--- src/rtl/matrix_product_scheduler.sv ---
// Drives C = A x B through one column_processor: one (row i, col j) job at a time, row-major, j innermost.
// Latency per cell: processor latency + 4 cycles. Processor paced by its ready/ack; result held on out_ready until out_ack.
module matrix_product_scheduler #(
  parameter int size       = 4,
  parameter int cell_width = 32,
  parameter int width      = cell_width * size,
  parameter int mat_width  = width * size
) (
  input  logic                 in_clk,
  input  logic                 in_reset,
  input  logic                 in_start,
  input  logic [mat_width-1:0] in_mat_a,
  input  logic [mat_width-1:0] in_mat_b,
  input  logic                 out_ack,
  output logic [mat_width-1:0] out_mat_c,
  output logic                 out_ready,
  output logic                 out_pe_ready,
  output logic [width-1:0]     out_pe_row_a,
  output logic [width-1:0]     out_pe_col_b,
  input  logic [width-1:0]     in_pe_cell,
  input  logic                 in_pe_ready,
  output logic                 out_pe_ack
);

  localparam int idx_w = (size > 1) ? $clog2(size) : 1;
  typedef logic [idx_w-1:0] idx_t;

  typedef enum logic [2:0] {
    IDLE,
    ISSUE,
    WAIT,
    ACK,
    RELEASE,
    DONE
  } state_t;

  state_t               state_q;
  state_t               state_d;
  idx_t                 i_q;
  idx_t                 j_q;
  logic [mat_width-1:0] mat_a_q;
  logic [mat_width-1:0] mat_b_q;
  logic [mat_width-1:0] mat_c_q;
  logic                 last_cell;

  assign last_cell = (i_q == idx_t'(size - 1)) && (j_q == idx_t'(size - 1));

  always_ff @(posedge in_clk or negedge in_reset) begin
    if (!in_reset) begin
      state_q <= IDLE;
    end else begin
      state_q <= state_d;
    end
  end

  always_comb begin
    state_d = state_q;
    case (state_q)
      IDLE:    if (in_start) state_d = ISSUE;
      ISSUE:   state_d = WAIT;
      WAIT:    if (in_pe_ready) state_d = ACK;
      ACK:     state_d = RELEASE;
      // The processor lingers on out_ready after ack; that level is never a new result.
      RELEASE: if (!in_pe_ready) state_d = last_cell ? DONE : ISSUE;
      DONE:    if (out_ack) state_d = IDLE;
      default: state_d = IDLE;
    endcase
  end

  always_ff @(posedge in_clk or negedge in_reset) begin
    if (!in_reset) begin
      i_q     <= '0;
      j_q     <= '0;
      mat_a_q <= '0;
      mat_b_q <= '0;
      mat_c_q <= '0;
    end else begin
      if (state_q == IDLE && in_start) begin
        mat_a_q <= in_mat_a;
        mat_b_q <= in_mat_b;
        mat_c_q <= '0;
        i_q     <= '0;
        j_q     <= '0;
      end
      if (state_q == WAIT && in_pe_ready) begin
        for (int r = 0; r < size; r++) begin
          for (int c = 0; c < size; c++) begin
            if (i_q == idx_t'(r) && j_q == idx_t'(c)) begin
              mat_c_q[(r*size+c)*cell_width +: cell_width] <= in_pe_cell[cell_width-1:0];
            end
          end
        end
      end
      if (state_q == RELEASE && !in_pe_ready && !last_cell) begin
        if (j_q == idx_t'(size - 1)) begin
          j_q <= '0;
          i_q <= i_q + 1'b1;
        end else begin
          j_q <= j_q + 1'b1;
        end
      end
    end
  end

  // i/j only move on the RELEASE->ISSUE step, so the job vectors hold from ISSUE until the next ISSUE.
  always_comb begin
    out_pe_row_a = '0;
    out_pe_col_b = '0;
    for (int r = 0; r < size; r++) begin
      for (int k = 0; k < size; k++) begin
        if (i_q == idx_t'(r)) begin
          out_pe_row_a[k*cell_width +: cell_width] = mat_a_q[(r*size+k)*cell_width +: cell_width];
        end
        if (j_q == idx_t'(r)) begin
          out_pe_col_b[k*cell_width +: cell_width] = mat_b_q[(k*size+r)*cell_width +: cell_width];
        end
      end
    end
  end

  assign out_pe_ready = (state_q == ISSUE);
  assign out_pe_ack   = (state_q == ACK);
  assign out_ready    = (state_q == DONE);
  assign out_mat_c    = mat_c_q;

endmodule
--- config.mk ---
export PLATFORM = sky130hd
export DESIGN_NAME = matrix_product_scheduler
export DESIGN_NICKNAME = d
export VERILOG_FILES = /design/src/rtl/matrix_product_scheduler.sv
export SDC_FILE = /design/constraint.sdc
export NUM_CORES = 2
export LEC_CHECK = 0
export BUFFER_PORTS_ARGS = -buffer_cell sky130_fd_sc_hd__buf_2
export CORE_AREA = 2 2 750 752
export DETAILED_ROUTE_END_ITERATION = 16
export DIE_AREA = 0 0 752 754
export HOLD_SLACK_MARGIN = 0.08
export SYNTH_ARGS = -nofsm -noshare
export SYNTH_HDL_FRONTEND = slang
export SYNTH_SLANG_ARGS = --single-unit
--- constraint.sdc ---
create_clock -name in_clk -period 3 [get_ports in_clk]
set_clock_uncertainty 0.1 [all_clocks]
set_input_delay 0.3 -clock in_clk [delete_from_list [all_inputs] [get_ports in_clk]]
set_output_delay 0.3 -clock in_clk [all_outputs]
set_load 0.05 [all_outputs]
==> results of run 1 <==
## cells by family after synthesis
kind of cell,Yosys count
simple gates,3689
flops,1543
compound gates,1025
buf+inv,780
mux,483
fa+ha+maj,8
xor+xnor,1
## timing repair
action / 4_1_cts
resized for setup: 246
setup endpoints to repair: 256
cloned: 33
hold buffers: 1977
pin swaps: 78
setup buffers: 47
endpoints found under the hold margin: 2877
## synth_stat cells (2+ instances only)
library cell	n
nand3_1	32
a31o_2	3
mux2i_1	481
ha_1	8
a221oi_1	98
nand2b_1	2
buf_6	129
inv_1	196
dfrtp_1	1543
buf_2	73
o21ai_0	349
nor3_1	2
and2_1	2
o31ai_1	98
nor2b_1	100
buf_1	6
clkbuf_1	257
and3_1	16
nor2_1	3
a21oi_1	317
buf_4	119
mux2_2	2
nand2_1	3525
a22o_1	158
## routing by layer
| layer | overflow | track usage (%) |
|---|---|---|
| met1 | 0 | 19.7 |
| met2 | 3 | 23.6 |
| met3 | 0 | 12.1 |
| met4 | 2 | 12.2 |
| met5 | 0 | 1.77 |
## per-stage QoR
step,util (%),area (um2),TNS (ns)
2_1_floorplan,-,69100,0
3_3_place_gp,16.3,91400,-0.0516
3_5_place_dp,16.3,91400,-0.00787
4_1_cts,21.5,120000,-132.94
==> metrics.cfg, run 1 <==
[clocking]
cts-root-buf=clkbuf_16
cts_buffers=185
cts_num_sinks=1543
clk_path_buf_depth=4
cts_htree_levels=4

[synth]
synthDistinctLibCells=34
synth.mux.area_fraction_pct=7.05
synth.net_count=8694
synthCells=7529
yosys-top-cells-area=dfrtp_1 56%, nand2_1 19%, mux2i_1 7.0%
synth-xor-area-share_pct=0.0128
yosys_warnings=0
ys_ff_latch=1543
yosys.area.top_type=dfrtp_1
synthAdderAreaFrac_pct=0.146
synth_top_area_share_pct=56.3
synthSimpleGateAreaFrac_pct=20.8
synth_top_family_by_area=simple AND/OR/NAND/NOR gates
syn_area_um2=68600
seq_area_frac_synth_pct=56.3
synth-compound-area-share_pct=9.26
ys.flop_type=dfrtp_1
syn_area_per_cell_um2=9.11
synth_edf_count=0
async_flop_share_pct=100

[floorplan]
initial_core_util_pct=12.3
dieWidth_um=752
rows=275
ioPinCount=1928
fp.dieH_um=754

[placement]
portBuffers=1831
dpl.cell_count=16600
pre_cts_ws_ns=-0.00787
gp_congestion=0.944
hpwl_um=346000

[global_routing]
overflow=5
grt_use_total_pct=17.7
grt_max_degree=148
grt_pass1_vias=83000
grt_pass1_wl_um=688000

[outcome]
error_line=[ERROR GRT-0116] Global routing finished with congestion. Check the congestion regions in the DRC Viewer.
stop_stage=global routing
status=stopped before the end

==> run 2: changes to the inputs <==
--- a/config.mk
+++ b/config.mk
@@ -6,10 +6,10 @@
 export NUM_CORES = 2
 export LEC_CHECK = 0
 export BUFFER_PORTS_ARGS = -buffer_cell sky130_fd_sc_hd__buf_2
-export CORE_AREA = 2 2 750 752
+export CORE_AREA = 2 2 745 747
 export DETAILED_ROUTE_END_ITERATION = 16
-export DIE_AREA = 0 0 752 754
-export HOLD_SLACK_MARGIN = 0.08
+export DIE_AREA = 0 0 747 749
+export PLACE_DENSITY_LB_ADDON = 0.15
 export SYNTH_ARGS = -nofsm -noshare
 export SYNTH_HDL_FRONTEND = slang
 export SYNTH_SLANG_ARGS = --single-unit
==> run 2 against run 1 <==
Effect of this change: the flow now finishes, with violations (setup timing); synthesized cell count unchanged; area after synthesis unchanged.
==> metrics.cfg, run 2 <==
[outcome]
status=finished with violations
violations=setup timing

[timing]
rsz0062_at_grt=yes
setup_viol=256
worst_slack_ns=-0.412
fmax_mhz=293
drv_slew=0
period_minus_slack_ns=3.41
post-route-period-util_pct=114
tns_ns=-71.73
relSlewSlack_pct=34.4
hold_viol=0
tightest_slew_ns=0.984

[floorplan]
dieWidth_um=747
initial_core_util_pct=12.4
core_um2=551000
fp.dieH_um=749
rows=273
ioPinCount=1928
dieArea_um2=560000

[clocking]
tritoncts=built
clk_path_buf_depth=4
cts_htree_levels=4
clk-insertion-delay-late_ns=0.93
cts_num_sinks=1543
cts-root-buf=clkbuf_16
cts.clk_slew.worst_paths_ns=0.06
cts_buffers=212

[drt]
route.vias.total=70000
dr.pass1.iters=5
wl_per_cell_um=25.8
ant_nets=0
drc=0
drtIter0Drc=4324
route.final.wire_length_um=489000
routed_via_density=3.68

[synth]
async_flop_share_pct=100
synth.net_count=8694
syn_area_per_cell_um2=9.11
yosys_warnings=0
synthCells=7529
yosys.cell_count.top_type=nand2_1
yosys.area.top_type=dfrtp_1
synth_top_area_share_pct=56.3
seq_area_frac_synth_pct=56.3
yosys-top-cells-area=dfrtp_1 56%, nand2_1 19%, mux2i_1 7.0%
ys_ff_latch=1543
ys.flop_type=dfrtp_1
synthDistinctLibCells=34
syn_area_um2=68600
synth_edf_count=0
synth_common_cells=3525 x nand2_1, 1543 x dfrtp_1, 481 x mux2i_1

[global_routing]
grt_use_total_pct=16.4
grt_max_degree=113
overflow=0
grt_pass1_vias=73000
grt_pass1_wl_um=643000
antenna_found_initial=163

[setup_path]
arrival_ns=3.01
end_kind=primary output
required_ns=2.60
setup.worst_path.start_class=register
crit_type=reg2out
critical_path.max_fanout=6

[pwr]
ir_drop_mv=0.756
p_leak_nw=59.2
p_total_w=0.125
power.density_nw_per_um2=984

[cells_and_area]
layout_commonest_cell=nand2_1
final_cell_mix=3475 x nand2_1, 1744 x dlygate4sd3_1, 1573 x buf_2
fill_cells=60600
final_layout_size_suffix_gt1_share_pct=30.3
nets=12600
areaGrowthSynthToFinish_pct=85.1

[placement]
hpwl_um=352000
portBuffers=1831
gp_congestion=0.836

[worst_hold_path]
hold_class=in2reg

[job]
max-cap-violations=0

-- run 2: critical path, stage by stage, from the launching register on --
cell and delay [ns]:
dfrtp_1 0.40, buf_6 0.14, ha_4 0.22, buf_12 0.18, buf_16 0.17, buf_16 0.17
a21oi_4 0.14, o21ai_4 0.09, a22o_1 0.22, buf_12 0.14, buf_12 0.14
-- run 2: what timing repair did --
| item | CTS | global route |
|---|---|---|
| hold buffers | 1745 | 0 |
| setup buffers | 145 | 127 |
| setup endpoints to repair | 257 | 259 |
| cloned | 62 | 42 |
| resized for setup | 926 | 619 |
| pin swaps | 177 | 221 |
| hold endpoints to repair | 2783 | 0 |
-- run 2: worst paths after layout --
check | start | to | slack (ns) | depth (start not counted)
max | j_q[1]$_DFFE_PN0P_ | out_pe_col_b[16] | -0.41 | 10
min | in_mat_a[435] | mat_a_q[435]$_DFFE_PN0P_ | 0.10 | 4
max reg2reg | i_q[1]$_DFF_PN0_ | out_mat_c[508]$_DFF_PN0_ | 0.17 | 11
min reg2reg | mat_a_q[347]$_DFFE_PN0P_ | mat_a_q[347]$_DFFE_PN0P_ | 0.37 | 2
max in group asynchronous | in_reset | mat_a_q[341]$_DFFE_PN0P_ | 1.75 | 5
min in group asynchronous | in_reset | mat_a_q[367]$_DFFE_PN0P_ | 0.11 | 3
-- run 2: cell type report --
type | count | area (um2) | share of cell area (%)
multi-input combinational | 5206 | 30700 | 24.2
inverter | 196 | 738 | 0.582
timing repair buffer | 4279 | 40500 | 31.9
sequential | 1543 | 38600 | 30.4
clock buffer | 332 | 6430 | 5.07
clock inverter | 52 | 678 | 0.534
tap | 7287 | 9120 | 7.18
antenna | 88 | 220 | 0.173
-- run 2: kinds of logic after synthesis --
kind of cell / count (synthesis) / synth area share, %
muxes: 483 / 7.05
xor gates and xnor gates: 1 / 0.0128
buffers and inverters: 780 / 6.47
AOI/OAI and AO/OA: 1025 / 9.26
DFF: 1543 / 56.3
adders and majority gates: 8 / 0.146
and+or+nand+nor: 3689 / 20.8
-- run 2: stage by stage --
| step | area (um2) | utilization, % | setup slack [ns] | std cells | hold slack (ns) |
|---|---|---|---|---|---|
| after floorplan | 69100 | - | 0.257 | 7529 | -0.0956 |
| after global placement | 90800 | 16.5 | -0.0293 | 16400 | 0.157 |
| after detailed placement | 90800 | 16.5 | -0.0826 | 16400 | 0.149 |
| after CTS | 122000 | 22.2 | -0.596 | 18800 | 0.000980 |
| after global routing | 127000 | 23.0 | -0.590 | 19000 | 0.0341 |
| final | 127000 | 23.0 | -0.412 | 19000 | 0.103 |
-- run 2: metal layers --
| layer | track usage (%) | share of wire, % | vias up |
|---|---|---|---|
| li1 | - | - | 32300 |
| met1 | 20.9 | 44 | 35000 |
| met2 | 27.2 | 47 | 2013 |
| met3 | 5.58 | 7.8 | 541 |
| met4 | 3.04 | 2.0 | 74 |
| met5 | 0 | 0.094 | - |
-- run 2: report_power, final --
group,internal (W),total (W),switching [W]
Sequential,0.0279,0.0333,0.00539
Combinational,0.0249,0.0651,0.0402
Clock,0.0156,0.0266,0.0110
(Power assumes the default switching activity.)
